### src/rtl/pipe_stop_pkg.sv
// Shared types and defaults for the pipeline stop requester.
package pipe_stop_pkg;

  typedef enum logic [2:0] {
    IDLE       = 3'd0,
    ASSERT     = 3'd1,
    WAIT_DRAIN = 3'd2,
    HALTED     = 3'd3,
    REFILL     = 3'd4
  } state_e;

  localparam int unsigned REQ_PULSE_DEF     = 2;
  localparam int unsigned DRAIN_TIMEOUT_DEF = 64;
  localparam int unsigned REFILL_CYCLES_DEF = 15;

  function automatic int unsigned max2(input int unsigned a, input int unsigned b);
    return (a > b) ? a : b;
  endfunction

endpackage

### src/rtl/stop_down_counter.sv
// Loadable down-counter that holds at zero; reports zero combinationally.
module stop_down_counter #(
  parameter int unsigned WIDTH = 4
) (
  input  logic             clock,
  input  logic             n_reset,
  input  logic             load_i,
  input  logic [WIDTH-1:0] load_val_i,
  input  logic             dec_i,
  output logic             zero_o
);

  logic [WIDTH-1:0] count_q;

  always_ff @(posedge clock) begin
    if (!n_reset) begin
      count_q <= '0;
    end else if (load_i) begin
      count_q <= load_val_i;
    end else if (dec_i && (count_q != '0)) begin
      count_q <= count_q - WIDTH'(1);
    end
  end

  assign zero_o = (count_q == '0);

endmodule

### src/rtl/pipe_stop_requester.sv
// Initiator side of the pipeline stop handshake: halt/resume requests to stop pulse and clock enables.
// STOP_TIMEOUT_EN enables the forced halt after DRAIN_TIMEOUT cycles and the sticky timeout_err flag.
module pipe_stop_requester
  import pipe_stop_pkg::*;
#(
  parameter int unsigned REQ_PULSE     = REQ_PULSE_DEF,
  parameter int unsigned DRAIN_TIMEOUT = DRAIN_TIMEOUT_DEF,
  parameter int unsigned REFILL_CYCLES = REFILL_CYCLES_DEF
) (
  input  logic clock,
  input  logic n_reset,
  input  logic halt_req,
  input  logic resume_req,
  input  logic stop,
  output logic n_stop_request,
  output logic accept_en,
  output logic pipe_enable,
  output logic halted,
  output logic busy,
  output logic timeout_err
);

`ifdef STOP_TIMEOUT_EN
  localparam int unsigned CNT_MAX = max2(max2(REQ_PULSE, DRAIN_TIMEOUT), REFILL_CYCLES);
`else
  localparam int unsigned CNT_MAX = max2(REQ_PULSE, REFILL_CYCLES);
`endif
  localparam int unsigned CNT_W = $clog2(CNT_MAX + 1);

  state_e           state_q, state_d;
  logic             cnt_load, cnt_dec, cnt_zero;
  logic [CNT_W-1:0] cnt_load_val;
  logic             n_stop_request_q, n_stop_request_d;
  logic             accept_en_q, accept_en_d;
  logic             pipe_enable_q, pipe_enable_d;
  logic             halted_q, halted_d;
  logic             busy_q, busy_d;

  stop_down_counter #(.WIDTH(CNT_W)) u_cnt (
    .clock      (clock),
    .n_reset    (n_reset),
    .load_i     (cnt_load),
    .load_val_i (cnt_load_val),
    .dec_i      (cnt_dec),
    .zero_o     (cnt_zero)
  );

`ifdef STOP_TIMEOUT_EN
  logic timeout_hit;
  logic timeout_err_q, timeout_err_d;
`else
  logic unused_drain_cfg;
  assign unused_drain_cfg = ^32'(DRAIN_TIMEOUT);
`endif

  // Next state, counter control and next registered outputs
  always_comb begin
    state_d      = state_q;
    cnt_load_val = '0;
`ifdef STOP_TIMEOUT_EN
    timeout_hit  = 1'b0;
`endif
    case (state_q)
      IDLE:       if (halt_req) state_d = ASSERT;
      ASSERT:     if (cnt_zero) state_d = WAIT_DRAIN;
      WAIT_DRAIN: begin
        if (stop) begin
          state_d = HALTED;
`ifdef STOP_TIMEOUT_EN
        end else if (cnt_zero) begin
          state_d     = HALTED;
          timeout_hit = 1'b1;
`endif
        end
      end
      HALTED:     if (resume_req && !halt_req) state_d = REFILL;
      REFILL: begin
        if (halt_req)      state_d = ASSERT;
        else if (cnt_zero) state_d = IDLE;
      end
      default:    state_d = IDLE;
    endcase

    cnt_load = (state_d != state_q);
    cnt_dec  = !cnt_load;
    case (state_d)
      ASSERT:     cnt_load_val = CNT_W'(REQ_PULSE - 1);
`ifdef STOP_TIMEOUT_EN
      WAIT_DRAIN: cnt_load_val = CNT_W'(DRAIN_TIMEOUT - 1);
`endif
      REFILL:     cnt_load_val = CNT_W'(REFILL_CYCLES - 1);
      default:    cnt_load_val = '0;
    endcase

    n_stop_request_d = 1'b1;
    accept_en_d      = 1'b1;
    pipe_enable_d    = 1'b1;
    halted_d         = 1'b0;
    busy_d           = 1'b0;
    case (state_d)
      ASSERT: begin
        n_stop_request_d = 1'b0;
        accept_en_d      = 1'b0;
        busy_d           = 1'b1;
      end
      WAIT_DRAIN: begin
        accept_en_d = 1'b0;
        busy_d      = 1'b1;
      end
      HALTED: begin
        accept_en_d   = 1'b0;
        pipe_enable_d = 1'b0;
        halted_d      = 1'b1;
      end
      REFILL:  busy_d = 1'b1;
      default: ;
    endcase

`ifdef STOP_TIMEOUT_EN
    timeout_err_d = timeout_err_q;
    if ((state_d == ASSERT) && (state_q != ASSERT)) timeout_err_d = 1'b0;
    if (timeout_hit) timeout_err_d = 1'b1;
`endif
  end

  always_ff @(posedge clock) begin
    if (!n_reset) begin
      state_q          <= IDLE;
      n_stop_request_q <= 1'b1;
      accept_en_q      <= 1'b1;
      pipe_enable_q    <= 1'b1;
      halted_q         <= 1'b0;
      busy_q           <= 1'b0;
    end else begin
      state_q          <= state_d;
      n_stop_request_q <= n_stop_request_d;
      accept_en_q      <= accept_en_d;
      pipe_enable_q    <= pipe_enable_d;
      halted_q         <= halted_d;
      busy_q           <= busy_d;
    end
  end

`ifdef STOP_TIMEOUT_EN
  always_ff @(posedge clock) begin
    if (!n_reset) timeout_err_q <= 1'b0;
    else          timeout_err_q <= timeout_err_d;
  end
  assign timeout_err = timeout_err_q;
`else
  assign timeout_err = 1'b0;
`endif

  assign n_stop_request = n_stop_request_q;
  assign accept_en      = accept_en_q;
  assign pipe_enable    = pipe_enable_q;
  assign halted         = halted_q;
  assign busy           = busy_q;

endmodule
### config.mk
export PLATFORM = sky130hd
export DESIGN_NAME = pipe_stop_requester
export DESIGN_NICKNAME = d
export VERILOG_FILES = /design/src/rtl/pipe_stop_pkg.sv /design/src/rtl/stop_down_counter.sv /design/src/rtl/pipe_stop_requester.sv
export SDC_FILE = /design/constraint.sdc
export NUM_CORES = 1
export LEC_CHECK = 0
export ABC_AREA = 1
export CAP_MARGIN = 20
export CORE_MARGIN = 2
export CORE_UTILIZATION = 29
export DETAILED_ROUTE_END_ITERATION = 6
export SLEW_MARGIN = 10
export SYNTH_ARGS = -nofsm -noshare
export SYNTH_HDL_FRONTEND = slang
export SYNTH_SLANG_ARGS = --single-unit
### constraint.sdc
create_clock -name clock -period 3.8 [get_ports clock]
set_input_delay 1.14 -clock clock [delete_from_list [all_inputs] [get_ports clock]]
set_output_delay 1.14 -clock clock [all_outputs]
set_load 0.01 [all_outputs]
==> run summary <==
Final Util: 0.3695
CTS Sinks: 12
die width: 51.73 µm
Root Buffer: clkbuf_4
reg-to-reg endpoint: busy
Synth Area in Adders: 0.01894
average size of a mapped cell: 7.104 µm²
PwrDens: 868.8 nW/µm²
Synth area leader: dfxtp_1
drt first pass iters: 4
top cells by count, synth: nand2_1 (16), inv_1 (14), dfxtp_1 (12)
postcts setup bufs: 0
global-route met1 utilization: 0.1294
Initial DRC Count: 3
# rows: 17
# diodes: 0
TritonCTS clock tree: done
setup_tns: 0 ps
M2 GR Usage: 0.1816
Via Count: 578
post-synth top area share: 0.3636
Final nets: 111
Reg2Reg Setup Slack: 2140 ps
status: finished clean
post-synthesis mux area share: 0
Hold Path End: u_cnt.count_q[1]
post-synth cell types: 24
final hold violations: 0
GRT Total Usage: 0.1127
final setup margin: 1441 ps
Worst Hold Class: reg -> reg
DP Worst Slack: 1140 ps
synth top area cells: dfxtp_1 (36%), nand2_1 (9.1%), inv_1 (8.0%), nor2_1 (6.3%), nand3_2 (4.5%)
vias in the first global route: 545
Clock Pin Slew Worst Setup and Hold Paths: 70 ps
area share of and/or/nand/nor cells after synthesis: 0.3712
Initial Util: 0.3015
core area: 2191 µm²
Post-synth ARST share: 0
Detailed Route WL: 1216 µm
Seq/Total Area, Yosys: 0.3636
minimum clock period: 2359 ps
gr ovfl total: 0
CP max FO: 3
max cap viols: 0
CTS resizes: 0
GRT busiest layer: met2
Routed WL per cell: 9.212 µm
initial antenna violation count: 0
CTS Hold Buffers Added: 0
Synth Instances: 93
Leak: 0.4111 nW
Ports: 11
WHS Path Cells: 4
global-route wire length before repair: 2201 µm
clock buffer depth: 2
Crit Reg-Reg Startpoint: u_cnt.count_q[0]
Final ANT Viol Nets: 0
Mapped Nets: 99
top_reg_cell synth: dfxtp_1
Post-synth EDFFs: 0
Final Setup Violations: 0
CP required: 3960 ps
vias per cell: 4.379
full die area: 2676 µm²
CP startpoint kind: input pin
worst clock skew: 2.813 ps
largest family of logic cells by synthesized area: simple AND/OR/NAND/NOR gates
Port-buffer cells: 9
YS warnings: 0
P&R area growth vs syn: 22.54%
crit share post-route: 0.6207
post-route design area: 809.5 µm²
Worst EP arrival: 2520 ps
fmax: 0.4239 GHz
critical path class: in -> reg
Post-DP Area: 773.2 µm²
Cell Area, Synth: 660.6 µm²
CP endpoint kind: flip-flop
Hold Path Origin: u_cnt.count_q[1]
Worst VDD drop: 0.0003638 V
CTS HTree Levels: 1
Final GP Congestion: 0.7412
Skew-Pair Late Insertion Delay: 270 ps
routing usage on met3: 0.02874
share of layout cells above drive strength 1: 0.2019
DIE HEIGHT: 51.73 µm
register bit total from synthesis: 12
DRC Markers: 0
Slew Limit Fails: 0
RSZ-0062 raised after global routing: false
cell with the most instances after synthesis: nand2_1
R2R depth: 9
XOR/XNOR Fraction of Synth Area: 0.02652
Compound-Gate Fraction of Synth Area: 0.09280
Fill cells: 253
largest net degree at the start of global routing: 9
HPWL Detailed: 987.9 µm
CTS Buf Count: 3
-- how the worst max path moves through the flow --
stage / start / end / slack (ps) / cells after the start
floorplan: halt_req / u_cnt.count_q[2] / 1750 / 10
global placement: halt_req / busy / 1160 / 9
detailed placement: halt_req / busy / 1140 / 9
CTS: halt_req / busy / 1420 / 9
global route: halt_req / busy / 1260 / 9
finish: halt_req / busy / 1440 / 9
-- per-layer routing --
metal,routed length (µm),up-vias
li1,-,308
met1,579,255
met2,567,11
met3,42,4
met4,27,0
met5,0,-
-- cells in the final DEF (no fill, tap or decap) --
master           instances
nand3_1                  4
inv_1                   14
inv_2                    4
clkdlybuf4s50_1          9
dfxtp_1                 12
a21boi_1                 1
clkbuf_8                 1
o31ai_1                  1
conb_1                   1
nand4_1                  4
nand2_4                  1
and2_4                   1
a21oi_1                  5
o21ai_0                  1
xor2_1                   2
nand3_2                  3
nor2_1                  11
nor2_2                   2
o21bai_1                 1
nand2_1                 16
ha_1                     1
clkbuf_4                 3
o21ai_2                  1
nand2_2                  4
nor2_4                   1
-- where the power goes --
group | switching, mW | leakage (nW) | internal, mW
Clock | 0.0410 | 0.0210 | 0.0582
Combinational | 0.235 | 0.291 | 0.167
Sequential | 0.0293 | 0.0987 | 0.172
Total | 0.305 | 0.411 | 0.398
-- final cells by class --
type | count | area, µm² | share of cell area
Tap cell | 28 | 35.03 | 0.04328
Multi-Input combinational cell | 61 | 340.3 | 0.4204
Sequential cell | 12 | 240.2 | 0.2968
Inverter | 18 | 67.56 | 0.08346
Timing Repair Buffer | 9 | 90.09 | 0.1113
Clock buffer | 4 | 36.28 | 0.04482
-- critical path, stage by stage --
cell	delay, ps
clkdlybuf4s50_1	420
inv_1	110
nand2_1	70
nand2_2	90
nand2_2	80
nor2_1	190
nor2_1	100
o31ai_1	260
inv_1	60
-- per-stage QoR --
step / instances / hold slack, ps / power (mW)
floorplan: 93 / 538.1 / 0.5123
global placement: 128 / 555.5 / 0.6058
detailed placement: 128 / 560.2 / 0.6105
CTS: 132 / 570.4 / 0.7147
global route: 132 / 640.0 / 0.7774
finish: 132 / 570.1 / 0.7033
-- cells by family after synthesis --
group	count (synthesis)
XOR/XNOR	2
adder cells (fa/ha/maj)	1
AND/OR/NAND/NOR	47
AO/OA/AOI/OAI	10
buffers and inverters	20
flip-flops	12
other	1
-- flip-flops by register name, summed over array words and instances, names as in the netlist --
name and cells:
u_cnt.count_q 4, accept_en 1, busy 1, pipe_enable 1, state_q 3, halted 1
n_stop_request 1
No activity file was read; power rests on OpenSTA's default activity.
